File: src/rtl/ureg_pkg.sv
// Shared definitions for the ureg universal register: MODE codes and widths.
// MODE 3'b111 decodes as DEC only when UREG_DEC_EN is defined.
package ureg_pkg;

  localparam int UREG_MODE_W = 3;

  localparam logic [UREG_MODE_W-1:0] UREG_HOLD = 3'b000;
  localparam logic [UREG_MODE_W-1:0] UREG_LOAD = 3'b001;
  localparam logic [UREG_MODE_W-1:0] UREG_SHL  = 3'b010;
  localparam logic [UREG_MODE_W-1:0] UREG_SHR  = 3'b011;
  localparam logic [UREG_MODE_W-1:0] UREG_ROL  = 3'b100;
  localparam logic [UREG_MODE_W-1:0] UREG_ROR  = 3'b101;
  localparam logic [UREG_MODE_W-1:0] UREG_INC  = 3'b110;
  localparam logic [UREG_MODE_W-1:0] UREG_DEC  = 3'b111;

endpackage

File: src/rtl/ureg_next.sv
// Combinational next-state logic for ureg_universal: next Q and next carry/shift-out.
// Optional macro UREG_DEC_EN turns MODE 3'b111 into a decrement with borrow.
module ureg_next
  import ureg_pkg::*;
#(
  parameter int WIDTH = 4
) (
  input  logic [WIDTH-1:0]       q,
  input  logic [WIDTH-1:0]       d,
  input  logic [UREG_MODE_W-1:0] mode,
  input  logic                   sin_l,
  input  logic                   sin_r,
  output logic [WIDTH-1:0]       q_next,
  output logic                   co_next
);

  localparam logic [WIDTH-1:0] ONE = {{(WIDTH-1){1'b0}}, 1'b1};

  // Mode decode: every mode drives both outputs; carry is zero unless the mode produces one
  always_comb begin
    q_next  = q;
    co_next = 1'b0;
    case (mode)
      UREG_HOLD: begin
        q_next  = q;
        co_next = 1'b0;
      end
      UREG_LOAD: begin
        q_next  = d;
        co_next = 1'b0;
      end
      UREG_SHL: begin
        q_next  = {q[WIDTH-2:0], sin_r};
        co_next = q[WIDTH-1];
      end
      UREG_SHR: begin
        q_next  = {sin_l, q[WIDTH-1:1]};
        co_next = q[0];
      end
      UREG_ROL: begin
        q_next  = {q[WIDTH-2:0], q[WIDTH-1]};
        co_next = q[WIDTH-1];
      end
      UREG_ROR: begin
        q_next  = {q[0], q[WIDTH-1:1]};
        co_next = q[0];
      end
      UREG_INC: begin
        q_next  = q + ONE;
        co_next = &q;
      end
      UREG_DEC: begin
`ifdef UREG_DEC_EN
        // Borrow out is set only when wrapping from zero to all-ones
        q_next  = q - ONE;
        co_next = ~|q;
`else
        q_next  = q;
        co_next = 1'b0;
`endif
      end
      default: begin
        q_next  = q;
        co_next = 1'b0;
      end
    endcase
  end

endmodule

File: src/rtl/ureg_universal.sv
// WIDTH-bit universal register (load/shift/rotate/count) with registered carry and zero flag.
// Optional macro UREG_DEC_EN enables MODE 3'b111 as decrement.
module ureg_universal
  import ureg_pkg::*;
#(
  parameter int               WIDTH     = 4,
  parameter logic [WIDTH-1:0] RESET_VAL = {WIDTH{1'b0}}
) (
  input  logic                   clock,
  input  logic                   RST,
  input  logic                   ST,
  input  logic [UREG_MODE_W-1:0] MODE,
  input  logic [WIDTH-1:0]       D,
  input  logic                   SIN_R,
  input  logic                   SIN_L,
  output logic [WIDTH-1:0]       Q,
  output logic                   CO,
  output logic                   ZERO
);

  logic [WIDTH-1:0] q_r;
  logic             co_r;
  logic [WIDTH-1:0] q_next_s;
  logic             co_next_s;

  ureg_next #(
    .WIDTH (WIDTH)
  ) u_next (
    .q       (q_r),
    .d       (D),
    .mode    (MODE),
    .sin_l   (SIN_L),
    .sin_r   (SIN_R),
    .q_next  (q_next_s),
    .co_next (co_next_s)
  );

  // State register: async reset, updates only on enabled edges
  always_ff @(posedge clock or posedge RST) begin
    if (RST) begin
      q_r  <= RESET_VAL;
      co_r <= 1'b0;
    end else if (ST) begin
      q_r  <= q_next_s;
      co_r <= co_next_s;
    end else begin
      q_r  <= q_r;
      co_r <= co_r;
    end
  end

  assign Q    = q_r;
  assign CO   = co_r;
  assign ZERO = ~|q_r;

endmodule

File: config.mk
export PLATFORM = sky130hd
export DESIGN_NAME = ureg_universal
export DESIGN_NICKNAME = d
export VERILOG_FILES = /design/src/rtl/ureg_pkg.sv /design/src/rtl/ureg_next.sv /design/src/rtl/ureg_universal.sv
export SDC_FILE = /design/constraint.sdc
export NUM_CORES = 1
export LEC_CHECK = 0
export BUFFER_PORTS_ARGS = -buffer_cell sky130_fd_sc_hd__buf_2
export CORE_AREA = 2 2 39 41
export DETAILED_ROUTE_END_ITERATION = 10
export DIE_AREA = 0 0 41 43
export GPL_TIMING_DRIVEN = 0
export PLACE_DENSITY = 0.62
export SETUP_SLACK_MARGIN = 0.3
export SLEW_MARGIN = 20
export SYNTH_ARGS = -nofsm -noshare
export SYNTH_HDL_FRONTEND = slang
export SYNTH_SLANG_ARGS = --single-unit
File: constraint.sdc
create_clock -name clock -period 1.6 [get_ports clock]
set_input_delay 0.48 -clock clock [delete_from_list [all_inputs] [get_ports clock]]
set_output_delay 0.48 -clock clock [all_outputs]
set_load 0.01 [all_outputs]
==> results of run 1 <==
-- layer usage --
| metal | wire length [um] | track usage | up-vias |
|---|---|---|---|
| met5 | 0 | 0 | - |
| met4 | 0 | 0.0400 | 0 |
| met3 | 57 | 0.0628 | 0 |
| met2 | 743 | 0.278 | 12 |
| met1 | 643 | 0.225 | 259 |
| li1 | - | - | 268 |
-- stage by stage --
step | TNS, ns | instances | power [mW] | worst slack [ns] | cell area [sq um]
after CTS | -0.00970 | 98 | 0.693 | -0.00970 | 706
after global routing | -0.108 | 102 | 0.849 | -0.0721 | 781
after floorplan | 0 | 60 | 0.394 | 0.129 | 543
after global placement | 0 | 91 | 0.484 | 0.0810 | 638
after detailed placement | 0 | 91 | 0.486 | 0.0387 | 638
final | -0.0198 | 102 | 0.798 | -0.0144 | 781
-- kinds of logic (layout without fill, tap and decap cells) --
logic type / Yosys count / in the layout
and+or+nand+nor: 19 / 19
AOI/OAI and AO/OA: 15 / 15
buffers and inverters: 11 / 37
muxes: 5 / 5
DFF: 5 / 5
adders and majority gates: 3 / 3
xor gates and xnor gates: 2 / 2
-- power by group --
part	leakage (nW)	switching (mW)	internal, mW	total [mW]
Clock	0.0150	0.0565	0.0946	0.151
Combinational	0.297	0.206	0.248	0.454
Sequential	0.0560	0.0299	0.163	0.193
-- placed cells by master, fill, tap and decap left out, types with 2 or more instances in the layout --
master	n
nor2_1	2
buf_2	12
nand3_1	2
ha_4	2
mux2i_1	3
buf_4	6
dfrtp_1	2
nand2_1	3
inv_1	5
clkbuf_4	3
inv_2	2
buf_6	7
nor3_1	3
dfrtp_2	3
a21oi_1	3
xor2_1	2
-- timing repair --
action	4_1_cts	5_1_grt
endpoints found under the setup margin	7	7
buffers inserted	3	4
hold buffers	0	0
pin swaps	1	4
resized for setup	9	9
hold endpoints to repair	0	0
-- final timing paths --
| check | from | depth (start not counted) | end |
|---|---|---|---|
| min in group clock | CO$_DFFE_PP0P_ | 1 | CO$_DFFE_PP0P_ |
| worst max-delay path | Q[1]$_DFFE_PP0P_ | 7 | Q[2]$_DFFE_PP0P_ |
| worst min register to register | CO$_DFFE_PP0P_ | 1 | CO$_DFFE_PP0P_ |
| worst max register to register | Q[1]$_DFFE_PP0P_ | 7 | Q[2]$_DFFE_PP0P_ |
| worst min-delay path | RST | 2 | Q[2]$_DFFE_PP0P_ |
| max in group asynchronous | RST | 2 | Q[3]$_DFFE_PP0P_ |
-- final cells by class --
class,count,area share
well taps,16,0.0256
plain buffers,4,0.0577
flip-flops and latches,5,0.165
multi-input cells,44,0.487
inverters,7,0.0337
clock buffers,4,0.0337
repair buffers,22,0.197
-- state kept, by name, summed over array words and instances (netlist names) --
register,cells
Q,4
CO,1
==> summary.txt, run 1 <==
Setup path
  • Startpoint class of the critical path: flop
  • CP max stage delay: about 0.40 ns
  • Worst EP arrival: 1.74 ns
  • Setup Crit Path Kind: flop to flop
  • WP data required: about 1.7 ns
  • Crit. End Element: flop
  • R2R Setup Slk: -0.01 ns
  • CP Cell Sequence: buf_4, buf_6, ha_4, xor2_1, nor3_1, a211oi_1, mux2_4
  • CP top delay family: flip-flops
  • CP bufs+invs: 2
  • CP max stage cell: dfrtp_2
  • Worst-path maximum fanout: 5

Synth
  • Top-area cell type share of the netlist area: 0.242
  • Post-synthesis xor/xnor area fraction: 0.0338
  • Yosys top cell by area: dfrtp_1
  • Sequential share of the synthesized area: 0.242
  • Count leader, synth: inv_1
  • Cells after Synth: 60
  • Mapped Area: 518 sq um
  • Synth Flop Type: dfrtp_1
  • EDFF count, synth: 0
  • Net count after synthesis: 74
  • Post-synthesis simple-gate area fraction: 0.213
  • Adder-cell area share of the yosys netlist: 0.0700
  • Register bit total from synthesis: 5
  • Largest family of logic cells by synthesized area: compound AO/OA/AOI/OAI gates
  • Mean area per synthesized cell: 8.63 sq um
  • Ys async rst share: 1.00
  • Post-synthesis mux area share: 0.109
  • Most instantiated cells after synthesis: inv_1, dfrtp_1
  • Yosys warning count: 0
  • Synth area leaders: dfrtp_1, mux2i_1, inv_1
  • Post-synthesis compound-gate area fraction: 0.220
  • Library cells used by synthesis: 34

STA
  • Worst Skew: 0.00142 ns
  • Slew Limit Fails: 0
  • RSZ-0062 raised after global routing: yes
  • Slew HR: 0.799
  • Setup ws final: -0.0144 ns
  • Final Hold Vio Count: 0
  • Final setup fails: 2
  • Worst-Margin Slew: about 0.3 ns
  • Final period util: 1.01
  • Highest clock rate: 0.619 GHz
  • Fin crit period: approximately 1.6 ns
  • Fin Hold WS: about 0.12 ns

Clock tree
  • Clock Sinks: 5
  • Max clock buf depth: 2
  • Clock-pin slew on the worst setup and hold paths: around 0.050 ns
  • Total CTS buffers: 3
  • CTS H-tree depth: 1
  • Root buf cell: clkbuf_4
  • Skew-Pair Late Insertion Delay: 0.24 ns
  • CTS tree: yes

Routing
  • Final ANT Viol Nets: 0
  • DRT iter0 DRCs: 13
  • Pre-antenna DRT Iters: 4
  • DR vias/cell: around 5.3
  • DRC: 0
  • WL final: between 1 and 1.5 mm
  • Drt wl/cell: 14.2 um
  • Vias: between 500 and 600

Floorplanning
  • Die width: 41 um
  • IO Count: 18
  • Die area: between 1500 and 2000 sq um
  • Die Y: 43 um
  • Num rows: 14
  • Starting Density: 0.374
  • Core ar.: 1380 sq um

Place
  • IO buf count: 15
  • Dpl hpwl: 969 um
  • Routability cong.: 0.727

Final layout
  • Core Util, Final: 0.564
  • Sequential cell area: 129 sq um
  • Filler Cells Inserted: 128
  • Area of the multi-input gates: around 380 sq um
  • Ant diodes: 0
  • Share of cells above drive strength 1: 0.523
  • Layout Nets: 101
  • Syn-to-layout area delta: 50.7%

Power and ir drop
  • Max VDD drop: 0.000693 V
  • PD cells: 1020 nW/um^2
  • Leak: between 0.3 and 0.4 nW

Status
  • Failing checks: negative setup slack
  • Outcome: finished with violations

GRT
  • Congestion Overflow GR: 0
  • Initial antenna violation count: 0
  • First-pass GRT wire length: 2.10 mm
  • Largest net degree at the start of global routing: 11
  • GRT Total Usage: 0.177
  • Vias in the first global route: roughly 480

Job
  • Maximum capacitance violations: 0

Worst hold path
  • Worst hold path class: input pin to asynchronous set/reset pin
Power figures use the tool's default switching activity.
==> inputs of run 2 (changes only) <==
--- a/config.mk
+++ b/config.mk
@@ -10,7 +10,7 @@
 export DETAILED_ROUTE_END_ITERATION = 10
 export DIE_AREA = 0 0 41 43
 export GPL_TIMING_DRIVEN = 0
-export PLACE_DENSITY = 0.62
+export PLACE_DENSITY_LB_ADDON = 0.2
 export SETUP_SLACK_MARGIN = 0.3
 export SLEW_MARGIN = 20
 export SYNTH_ARGS = -nofsm -noshare
==> summary.txt, run 2 (synthesis gave the netlist of run 1 again) <==
Routing
  • Vias: 544
  • Drt wl/cell: between 10 and 15 um
  • DRC: 0
  • WL final: 1.44 mm
  • M1 wire length: about 630 um
  • Final ANT Viol Nets: 0
  • Pre-antenna DRT Iters: 4
  • DR vias/cell: 5.44
  • Top routing layer in use: met3
  • Routed length on met3: ~75 um
  • DRT iter0 DRCs: 7
  • Met2 wire length: 737 um

Final layout
  • Sequential cell area: approximately 130 sq um
  • Most common cell after layout, fill and taps aside: buf_2
  • Most frequent cells in the layout: buf_2, inv_1, buf_4
  • Max reg flops: 4
  • Ant diodes: 0
  • Share of cells above drive strength 1: 0.512
  • Layout Nets: about 100
  • Syn-to-layout area delta: 47.3%
  • Filler Cells Inserted: about 130
  • Area of the multi-input gates: 395 sq um
  • Core Util, Final: 0.552

GRT
  • Vias in the first global route: 495
  • First-pass GRT wire length: 2.18 mm
  • GRT Total Usage: 0.179
  • Largest net degree at the start of global routing: 11
  • Initial antenna violation count: 0
  • Congestion Overflow GR: 0

STA
  • Worst Skew: 0.00278 ns
  • Highest clock rate: 0.618 GHz
  • Fin Hold WS: 0.128 ns
  • Fin crit period: 1.62 ns
  • Slew HR: 0.777
  • Worst-Margin Slew: between 0.3 and 0.4 ns
  • Final Hold Vio Count: 0
  • Final setup fails: 1
  • RSZ-0062 raised after global routing: yes
  • Final period util: 1.01
  • Slew Limit Fails: 0
  • Setup ws final: -0.0180 ns

Clock tree
  • CTS tree: yes
  • Clock Sinks: 5
  • Skew-Pair Late Insertion Delay: 0.24 ns
  • Root buf cell: clkbuf_4
  • CTS H-tree depth: 1
  • Total CTS buffers: 3
  • Max clock buf depth: 2
  • Clock-pin slew on the worst setup and hold paths: 0.05 ns

Floorplanning
  • Core ar.: 1380 sq um
  • Die width: 41 um
  • Die area: 1760 sq um
  • Starting Density: 0.374
  • IO Count: 18
  • Num rows: 14
  • Die Y: 43 um

Place
  • Dpl hpwl: roughly 980 um
  • Routability cong.: 0.745
  • IO buf count: 15

Power and ir drop
  • Final total power: 0.768 mW
  • Max VDD drop: 0.000708 V
  • Leak: roughly 0.35 nW
  • PD cells: 1010 nW/um^2

Status
  • Outcome: finished with violations
  • Failing checks: negative setup slack

Setup path
  • Worst-path maximum fanout: 2
  • WP data required: 1.12 ns
  • Startpoint class of the critical path: flop
  • Crit. End Element: primary output
  • Worst EP arrival: approximately 1.1 ns
  • Setup Crit Path Kind: flop to primary output

Worst hold path
  • Worst hold path class: input pin to asynchronous set/reset pin

Job
  • Maximum capacitance violations: 0
run 2: cell count changes in the layout (fill, tap and decap cells not counted):
cell / before / now
a31oi_1: 1 / 0
a31oi_4: 0 / 1
buf_4: 6 / 5
buf_2: 12 / 14
dfrtp_2: 3 / 2
buf_6: 7 / 4
dfrtp_1: 2 / 3
run 2: what timing repair did:
action	CTS	global route
resized for setup	10	6
pin swaps	1	0
endpoints found under the hold margin	0	0
buffers inserted	5	0
hold buffers	0	0
endpoints found under the setup margin	7	7
run 2: final cells by class:
class	count	area share
plain buffers	4	0.0639
clock buffers	4	0.0344
inverters	7	0.0344
multi-input cells	44	0.518
flip-flops and latches	5	0.167
well taps	16	0.0262
repair buffers	20	0.156
run 2: through the flow:
| step | worst slack (ns) | instances | area (sq um) | TNS [ns] |
|---|---|---|---|---|
| floorplan | 0.129 | 60 | 543 | 0 |
| global placement | 0.0841 | 91 | 638 | 0 |
| detailed placement | 0.0748 | 91 | 638 | 0 |
| CTS | -0.0153 | 100 | 732 | -0.0153 |
| global route | -0.0762 | 100 | 763 | -0.0762 |
| finish | -0.0180 | 100 | 763 | -0.0180 |
run 2: routing by layer:
layer	vias up	track usage
met4	0	0.00667
li1	269	-
met3	0	0.0628
met5	-	0
met2	16	0.281
met1	259	0.244
run 2: worst max-delay path: stages (launching register included):
cell,delay (ns)
dfrtp_1,0.39
inv_2,0.09
ha_4,0.13
nor3b_2,0.14
buf_2,0.15
run 2: power by group:
part           switching (mW)  internal (mW)  total (mW)
Combinational           0.204          0.218       0.422
Sequential             0.0340          0.162       0.196
Clock                  0.0557         0.0946       0.150
Total                   0.294          0.474       0.768
run 2: worst paths after layout:
path                                       start          endpoint  slack [ns]  cells after the start
worst max-delay path            Q[0]$_DFFE_PP0P_              ZERO       -0.02                      4
worst min register to register    CO$_DFFE_PP0P_    CO$_DFFE_PP0P_        0.50                      1
max in group asynchronous                    RST  Q[3]$_DFFE_PP0P_        1.28                      2
worst max register to register  Q[1]$_DFFE_PP0P_  Q[2]$_DFFE_PP0P_        0.09                      6
min in group clock                CO$_DFFE_PP0P_    CO$_DFFE_PP0P_        0.50                      1
worst min-delay path                         RST  Q[0]$_DFFE_PP0P_        0.13                      2
==> inputs of run 3 (changes only) <==
--- a/config.mk
+++ b/config.mk
@@ -5,6 +5,7 @@
 export SDC_FILE = /design/constraint.sdc
 export NUM_CORES = 1
 export LEC_CHECK = 0
+export ABC_AREA = 1
 export BUFFER_PORTS_ARGS = -buffer_cell sky130_fd_sc_hd__buf_2
 export CORE_AREA = 2 2 39 41
 export DETAILED_ROUTE_END_ITERATION = 10
==> summary.txt, run 3 <==
Floorplanning
  • Die width: roughly 40 um
  • IO Count: 18
  • Die Y: 43 um
  • Num rows: 14
  • Starting Density: 0.394
  • Die area: 1760 sq um
  • Core ar.: ~1400 sq um

Clock tree
  • CTS H-tree depth: 1
  • Skew-Pair Late Insertion Delay: 0.24 ns
  • Total CTS buffers: 3
  • Clock Sinks: 5
  • CTS tree: yes
  • Root buf cell: clkbuf_4
  • Max clock buf depth: 2
  • Clock-pin slew on the worst setup and hold paths: around 0.05 ns

Setup path
  • Setup Crit Path Kind: flop to primary output
  • Most used cell, CP: buf_6
  • CP bufs+invs: 3
  • CP Cell Sequence: buf_6, inv_4, ha_4, nand2_4, nor2_4, buf_6
  • Worst r2r path cells: 11
  • Worst-path maximum fanout: 2
  • Startpoint class of the critical path: flop
  • CP top delay family: flip-flops
  • CP max stage delay: around 0.39 ns
  • Crit. End Element: primary output
  • Worst r2r src: Q[0]$_DFFE_PP0P_
  • CP max stage cell: dfrtp_1
  • Worst EP arrival: 1.14 ns
  • R2R Setup Slk: 0.22 ns
  • Reg-to-Reg End: Q[2]$_DFFE_PP0P_
  • WP data required: 1.12 ns

Power and ir drop
  • Leak: 0.457 nW
  • Max VDD drop: 0.000685 V
  • Final total power: roughly 0.70 mW
  • PD cells: 868 nW/um^2

Worst hold path
  • Worst hold path class: input pin to asynchronous set/reset pin

STA
  • Slew HR: 0.860
  • Worst-Margin Slew: around 0.21 ns
  • Final period util: 1.01
  • Worst Skew: between 0.003 and 0.004 ns
  • Setup ws final: -0.0186 ns
  • Slew Limit Fails: 0
  • Fin crit period: 1.62 ns
  • Fin Hold WS: 0.131 ns
  • RSZ-0062 raised after global routing: yes
  • Final setup fails: 1
  • Final Hold Vio Count: 0
  • Highest clock rate: ~0.62 GHz

Status
  • Failing checks: negative setup slack
  • Outcome: finished with violations

Final layout
  • Syn-to-layout area delta: 47.7%
  • Filler Cells Inserted: 133
  • Share of cells above drive strength 1: 0.360
  • Most common cell after layout, fill and taps aside: nand2_1
  • Sequential cell area: 126 sq um
  • Max reg flops: 4
  • Layout Nets: 140
  • Ant diodes: 0
  • Area of the multi-input gates: 382 sq um
  • Design Area, Final: 806 sq um
  • Most frequent cells in the layout: nand2_1, nor2_1, buf_2

Routing
  • Final ANT Viol Nets: 0
  • Pre-antenna DRT Iters: 4
  • DR vias/cell: 4.77
  • DRT iter0 DRCs: 12
  • DRC: 0
  • Vias: 672
  • WL final: 1.40 mm
  • Drt wl/cell: 9.92 um

GRT
  • GR Util met3: 0.0785
  • Vias in the first global route: 580
  • Initial antenna violation count: 0
  • Largest net degree at the start of global routing: 10
  • GRT Total Usage: 0.186
  • GR met1 Demand/Resource: 0.219
  • First-pass GRT wire length: ~2.2 mm
  • Met2 usage: 0.309
  • Congestion Overflow GR: 0
  • Gr busiest metal: met2

Synth
  • Count leader, synth: nand2_1
  • Cells after Synth: a little under 100
  • EDFF count, synth: 0
  • Top-area cell type share of the netlist area: 0.241
  • Yosys warning count: 0
  • Mapped Area: 546 sq um
  • Synth area leaders: nand2_1, dfrtp_1, nor2_1
  • Library cells used by synthesis: 16
  • Net count after synthesis: 112
  • Synth Flop Type: dfrtp_1
  • Yosys top cell by area: nand2_1
  • Most instantiated cells after synthesis: nand2_1, nor2_1, inv_1, nand3_1, dfrtp_1
  • Mean area per synthesized cell: 5.57 sq um
  • Register bit total from synthesis: 5
  • Sequential share of the synthesized area: 0.229
  • Ys async rst share: 1.00

Place
  • Dpl hpwl: 1.01 mm
  • Placed cell areas: between 600 and 700 sq um
  • IO buf count: 16
  • Routability cong.: 0.789
  • Post-Place Worst Slack: 0.0968 ns

Job
  • Maximum capacitance violations: 0
run 3: changes by cell type after synthesis, moves of 3 or more:
| cell | delta |
|---|---|
| nand2_1 | +32 |
| nor2_1 | +15 |
| nand3_1 | +8 |
| inv_1 | +6 |
| a21oi_1 | -3 |
| mux2i_1 | -3 |
| nand4_1 | +3 |
| nor3_1 | -3 |
run 3: routing by layer:
metal  up-vias  routed length [um]
met3         0                  52
met5         -                   0
li1        358                   -
met2        15                 726
met4         0                   0
met1       299                 620
run 3: through the flow:
stage | setup TNS, ns | cells | util
floorplan | 0 | 98 | -
global placement | 0 | 130 | 0.487
detailed placement | 0 | 130 | 0.487
CTS | -0.0332 | 140 | 0.566
global route | -0.0828 | 141 | 0.582
finish | -0.0186 | 141 | 0.582
run 3: layout make-up:
cell class / instances / area share
inverter: 15 / 0.0745
multi-input combinational: 74 / 0.474
buffer: 4 / 0.0404
sequential: 5 / 0.157
tap: 16 / 0.0248
timing repair buffer: 23 / 0.197
clock buffer: 4 / 0.0326
run 3: worst max-delay path by stage:
stage                                start    to  slack, ns  cells past startpoint
after floorplan           Q[0]$_DFFE_PP0P_  ZERO       0.23                      5
after global placement    Q[1]$_DFFE_PP0P_  ZERO       0.12                      5
after detailed placement  Q[1]$_DFFE_PP0P_  ZERO        0.1                      5
after CTS                 Q[0]$_DFFE_PP0P_  ZERO      -0.03                      6
after global routing      Q[0]$_DFFE_PP0P_  ZERO      -0.08                      6
final                     Q[0]$_DFFE_PP0P_  ZERO      -0.02                      6
run 3: cell families (layout without fill, tap and decap cells):
logic type / after synthesis / in the layout / synth area share
adders and majority gates: 2 / 2 / 0.0459
AOI/OAI and AO/OA: 4 / 4 / 0.0504
DFF: 5 / 5 / 0.229
and+or+nand+nor: 68 / 68 / 0.521
buffers and inverters: 19 / 46 / 0.154
run 3: timing repair:
item / 4_1_cts / 5_1_grt
gates resized for setup: 9 / 5
pin swaps: 4 / 5
endpoints found under the hold margin: 0 / 0
hold buffers: 0 / 0
setup endpoints to repair: 4 / 5
buffers inserted: 6 / 1
run 3: report_power, final:
group	switching (mW)	internal (mW)	total [mW]
sequential	0.0154	0.151	0.166
clock	0.0539	0.0944	0.148
combinational	0.203	0.182	0.385
